$ cat src/rtl/spi_word_slave.sv
// SPI mode-0 word responder; optional end-of-stream detect under SPI_SLAVE_EOS_DETECT_EN.
// Latency: rx_valid and miso updates land SYNC_STAGES+2 clk edges after the raw sck edge.
// Backpressure: none on receive; transmit loads zeros and flags tx_underrun when tx_valid is low.
module spi_word_slave #(
  parameter int WORD_WIDTH  = 32,
  parameter int SYNC_STAGES = 2
) (
  input  logic                  clk,
  input  logic                  reset,
  input  logic                  sck_in,
  input  logic                  ss_in,
  input  logic                  mosi,
  output logic                  miso,
  output logic [WORD_WIDTH-1:0] rx_data,
  output logic                  rx_valid,
  input  logic [WORD_WIDTH-1:0] tx_data,
  input  logic                  tx_valid,
  output logic                  tx_ready,
  output logic                  tx_underrun,
  output logic                  frame_err,
  output logic                  busy,
  output logic                  eos
);

  localparam int CW = $clog2(WORD_WIDTH);

  typedef enum logic {IDLE, SHIFT} state_t;

  state_t                  state;
  logic [SYNC_STAGES-1:0]  sck_sync;
  logic [SYNC_STAGES-1:0]  ss_sync;
  logic [SYNC_STAGES-1:0]  mosi_sync;
  logic                    sck_d;
  logic                    ss_d;
  logic                    sck_rise;
  logic                    sck_fall;
  logic                    ss_fall;
  logic                    ss_rise;
  logic                    mosi_bit;
  logic [CW-1:0]           bit_cnt;
  logic                    word_done;
  logic [WORD_WIDTH-2:0]   rx_shift;
  logic [WORD_WIDTH-1:0]   tx_shift;
  logic [WORD_WIDTH-1:0]   rx_word;
  logic [WORD_WIDTH-1:0]   load_val;

  // Synchronizers are left out of reset so a held-low ss_in never looks like a fresh select.
  always_ff @(posedge clk) begin
    sck_sync  <= {sck_sync[SYNC_STAGES-2:0], sck_in};
    ss_sync   <= {ss_sync[SYNC_STAGES-2:0], ss_in};
    mosi_sync <= {mosi_sync[SYNC_STAGES-2:0], mosi};
    sck_d     <= sck_sync[SYNC_STAGES-1];
    ss_d      <= ss_sync[SYNC_STAGES-1];
  end

  always_ff @(posedge clk) begin
    if (reset) begin
      sck_rise <= 1'b0;
      sck_fall <= 1'b0;
      ss_fall  <= 1'b0;
      ss_rise  <= 1'b0;
      mosi_bit <= 1'b0;
    end else begin
      sck_rise <= sck_sync[SYNC_STAGES-1] & ~sck_d;
      sck_fall <= ~sck_sync[SYNC_STAGES-1] & sck_d;
      ss_fall  <= ~ss_sync[SYNC_STAGES-1] & ss_d;
      ss_rise  <= ss_sync[SYNC_STAGES-1] & ~ss_d;
      mosi_bit <= mosi_sync[SYNC_STAGES-1];
    end
  end

  assign rx_word  = {rx_shift, mosi_bit};
  assign load_val = tx_valid ? tx_data : '0;
  assign miso     = tx_shift[WORD_WIDTH-1];

  always_ff @(posedge clk) begin
    if (reset) begin
      state       <= IDLE;
      bit_cnt     <= '0;
      word_done   <= 1'b0;
      rx_shift    <= '0;
      tx_shift    <= '0;
      rx_data     <= '0;
      rx_valid    <= 1'b0;
      tx_ready    <= 1'b0;
      tx_underrun <= 1'b0;
      frame_err   <= 1'b0;
      busy        <= 1'b0;
`ifdef SPI_SLAVE_EOS_DETECT_EN
      eos         <= 1'b0;
`endif
    end else begin
      rx_valid    <= 1'b0;
      tx_ready    <= 1'b0;
      tx_underrun <= 1'b0;
      frame_err   <= 1'b0;
`ifdef SPI_SLAVE_EOS_DETECT_EN
      eos         <= 1'b0;
`endif
      case (state)
        IDLE: begin
          if (ss_fall) begin
            state       <= SHIFT;
            busy        <= 1'b1;
            bit_cnt     <= '0;
            word_done   <= 1'b0;
            tx_shift    <= load_val;
            tx_ready    <= tx_valid;
            tx_underrun <= ~tx_valid;
          end
        end
        SHIFT: begin
          if (ss_rise) begin
            state     <= IDLE;
            busy      <= 1'b0;
            tx_shift  <= '0;
            bit_cnt   <= '0;
            frame_err <= (bit_cnt != '0);
          end else if (sck_rise) begin
            rx_shift <= rx_word[WORD_WIDTH-2:0];
            if (bit_cnt == CW'(WORD_WIDTH - 1)) begin
              bit_cnt   <= '0;
              word_done <= 1'b1;
`ifdef SPI_SLAVE_EOS_DETECT_EN
              if (&rx_word) begin
                eos <= 1'b1;
              end else begin
                rx_data  <= rx_word;
                rx_valid <= 1'b1;
              end
`else
              rx_data  <= rx_word;
              rx_valid <= 1'b1;
`endif
            end else begin
              bit_cnt <= bit_cnt + CW'(1);
            end
          end else if (sck_fall) begin
            // The fall right after a completed word is where the next outgoing word is fetched.
            if (bit_cnt == '0 && word_done) begin
              tx_shift    <= load_val;
              tx_ready    <= tx_valid;
              tx_underrun <= ~tx_valid;
            end else begin
              tx_shift <= {tx_shift[WORD_WIDTH-2:0], 1'b0};
            end
          end
        end
        default: state <= IDLE;
      endcase
    end
  end

`ifndef SPI_SLAVE_EOS_DETECT_EN
  assign eos = 1'b0;
`endif

endmodule

$ cat config.mk
export PLATFORM = sky130hd
export DESIGN_NAME = spi_word_slave
export DESIGN_NICKNAME = d
export VERILOG_FILES = /design/src/rtl/spi_word_slave.sv
export SDC_FILE = /design/constraint.sdc
export NUM_CORES = 1
export LEC_CHECK = 0
export ABC_CLOCK_PERIOD_IN_PS = 1700
export CAP_MARGIN = 20
export CELL_PAD_IN_SITES_DETAIL_PLACEMENT = 1
export CELL_PAD_IN_SITES_GLOBAL_PLACEMENT = 1
export CORE_MARGIN = 2
export CORE_UTILIZATION = 30
export DETAILED_ROUTE_END_ITERATION = 12
export PLACE_DENSITY = 0.7
export REMOVE_ABC_BUFFERS = 1
export SLEW_MARGIN = 20
export SYNTH_ARGS = -nofsm -noshare
export SYNTH_HDL_FRONTEND = slang
export SYNTH_SLANG_ARGS = --single-unit
$ cat constraint.sdc
create_clock -name clk -period 1.7 [get_ports clk]
set_input_delay 0.17 -clock clk [delete_from_list [all_inputs] [get_ports clk]]
set_output_delay 0.17 -clock clk [all_outputs]
set_load 0.03 [all_outputs]
==> run_results.csv <==
group,metric,value,unit
setup_path,crit_fanout,3,
setup_path,required,2.04,ns
timing,fmax,0.5694,GHz
power_and_ir_drop,ir_drop,0.7281,mV
routing,postRouteAntennaNets,0,
setup_path,crit_start,"bit_cnt[0]",
placement,port-buffer-count,75,
routing,drt_first_iter_violations,256,
finish,fin_area,0.007112,mm^2
clock_tree,clk_pin_slew,0.05,ns
clock_tree,clock-sinks,120,
routing,drt_first_pass_iters,6,
timing,hold_slack,0.1886,ns
placement,hpwl,8748,um
clock_tree,clock_path_buffers,2,
clock_tree,numCtsBuffers,17,
timing,min_period,1.756,ns
clock_tree,htreeDepth,4,
routing,wl_per_cell,16.44,um
timing,grt_setup_unrepaired,"yes",
logic_synthesis,ys_seq_area_frac,0.4736,
setup_path,end_kind,"flip-flop",
logic_synthesis,synthTopCellsByCount,"nand2_1, dfxtp_1, a21oi_1",
logic_synthesis,ys_warn_count,0,
status,violations,"negative setup slack",
power_and_ir_drop,p_leak,2.352,nW
floorplanning,start_util,0.3059,
global_routing,grt_pass1_vias,4931,
global_routing,grt_use_total,0.1744,
clock_tree,cts_tree,"done",
routing,num_vias,4873,
finish,nNetsFinal,736,
logic_synthesis,netlist_top_cells_area,"dfxtp_1, nand2_1, a21oi_1, a311oi_1, nand4b_1",
placement,gp_congestion,0.7352,
setup_path,r2r-end,"bit_cnt[1]",
clock_tree,clockRootBuffer,"clkbuf_16",
logic_synthesis,synth_area_leader_cell,"dfxtp_1",
timing,hold_viol,0,
floorplanning,die_y,134.0,um
floorplanning,dieArea,0.01796,mm^2
timing,worst_slack,-0.05616,ns
timing,finalClockSkew,0.007090,ns
floorplanning,num_rows,47,
power_and_ir_drop,p_per_area,1020,mW/mm^2
global_routing,grt_max_degree,66,
routing,via_per_inst,5.251,
timing,slew-limit-headroom,0.5886,
routing,drt-total-wl,15250,um
power_and_ir_drop,power.total,0.007257,W
logic_synthesis,ys_ff_latch,120,
setup_path,r2r-start,"bit_cnt[0]",
timing,setup_violations,25,
setup_path,cp-endpoint,"bit_cnt[1]",
setup_path,critical_path_class,"reg2reg",
worst_hold_path,hold_path.class,"in2reg",
logic_synthesis,synth_top_flop_cell,"dfxtp_1",
logic_synthesis,synth.most_common_cell,"nand2_1",
logic_synthesis,netlist_instances,628,
floorplanning,io_pins,77,
finish,layout-drive-gt1-share,0.1610,
status,status,"complete, but fails checks",
setup_path,worstPathArrival,2.10,ns
finish,antennaDiodeCount,0,
floorplanning,die_x,134.0,um
logic_synthesis,async_flop_share,0,
run,max_cap_viol_count,0,
global_routing,grt_pass1_wl,24850,um
floorplanning,core,0.01658,mm^2
routing,drc,0,
global_routing,gr-total-overflow,0,
timing,worst_pin_slew,0.6171,ns
logic_synthesis,synth_edf_count,0,
clock_tree,clock_latency,0.43,ns
global_routing,grt_antenna_before_repair,0,
timing,period_share,1.033,
logic_synthesis,syn_area,0.005072,mm^2
setup_path,r2r_cells,6,
logic_synthesis,synth_top_area_frac,0.4736,
finish,area.growth.synth_to_final,40.21,%
timing,maxSlewViolCount,0,
logic_synthesis,avgSynthCellArea,8.077,um^2
setup_path,crit_path_start_kind,"flip-flop",
logic_synthesis,synth.distinct_cells,42,
placement,placed_area,0.006133,mm^2
setup_path,ff2ff_setup_slack,-0.06,ns
cell families after synthesis:
kind of cell    Yosys count  synth area share
other cells               1         0.0007393
simple gates            295            0.2795
flops                   120            0.4736
mux                       1          0.002220
fa+ha+maj                 3          0.007401
buf+inv                  66           0.05328
compound gates          142            0.1833
metal layers:
metal,global-route usage,wire (um),part of all wire
met1,0.2087,6885,0.45
met2,0.3037,7621,0.50
met3,0.04573,570,0.037
met4,0.05965,174,0.011
met5,0,0,0
cells in the final DEF, fill, tap and decap left out, drive strengths merged, types with 2 or more instances in the layout:
cell type	count
and2	2
clkinv	5
a21oi	71
clkbuf	22
or3	25
nor2	43
a311oi	31
nand2	164
a31oi	24
o22ai	2
nor3b	6
clkinvlp	2
nand3	8
nand2b	2
ha	3
nor3	2
nor2b	4
a2bb2oi	7
dfxtp	120
inv	3
nand4	8
clkdlybuf4s50	73
o21ai	3
buf	38
bufinv	3
nand4b	24
power breakdown:
part	internal, W	switching [W]	total, W
Clock	0.00246	0.00132	0.00378
Combinational	0.000237	0.000296	0.000533
Sequential	0.00290	0.0000473	0.00295
Total	0.00560	0.00166	0.00726
final cells by class:
type | instances | area [um^2]
inverter | 3 | 11.26
tap | 220 | 275.3
sequential | 120 | 2406
fill | 1911 | 9472
clock inverter | 10 | 141.4
timing repair buffer | 111 | 1224
clock buffer | 22 | 484.2
multi-input combinational | 442 | 2570
worst min-delay path by stage:
stage | start | endpoint | cells past startpoint
2_1_floorplan | mosi | mosi_sync[0] | 0
3_3_place_gp | sck_sync[0] | sck_sync[1] | 0
3_5_place_dp | ss_sync[0] | ss_sync[1] | 0
4_1_cts | mosi | mosi_sync[0] | 1
5_1_grt | mosi | mosi_sync[0] | 1
6_report | mosi | mosi_sync[0] | 1
per-stage QoR:
step | setup TNS [ns] | std cells | util | setup WS (ns)
6_report | -0.4641 | 928 | 0.4289 | -0.05616
5_1_grt | -3.365 | 928 | 0.4289 | -0.1207
4_1_cts | -0.7881 | 926 | 0.4208 | -0.06367
3_5_place_dp | -3.116 | 885 | 0.3699 | -0.1675
3_3_place_gp | -0.1158 | 885 | 0.3699 | -0.06632
2_1_floorplan | -77.20 | 565 | - | -1.060
state kept, by name (all words and copies together) (netlist names), 2 cells and up:
name,count
rx_data,32
tx_shift,32
rx_shift,31
bit_cnt,5
mosi_sync,2
sck_sync,2
ss_sync,2
timing repair:
action                     in CTS  in global routing
setup endpoints to repair      59                 63
gates cloned                    4                  0
pin swaps                       4                  4
gates resized for setup        18                 28
buffers inserted                5                  2
hold buffers                    0                  0
worst max-delay path, cell delays in order (launching register included):
cell,delay (ns)
dfxtp_2,0.33
ha_2,0.19
and3_4,0.18
ha_4,0.16
buf_4,0.13
or4b_4,0.53
a21oi_2,0.15
No activity file was read; power rests on OpenSTA's default activity.
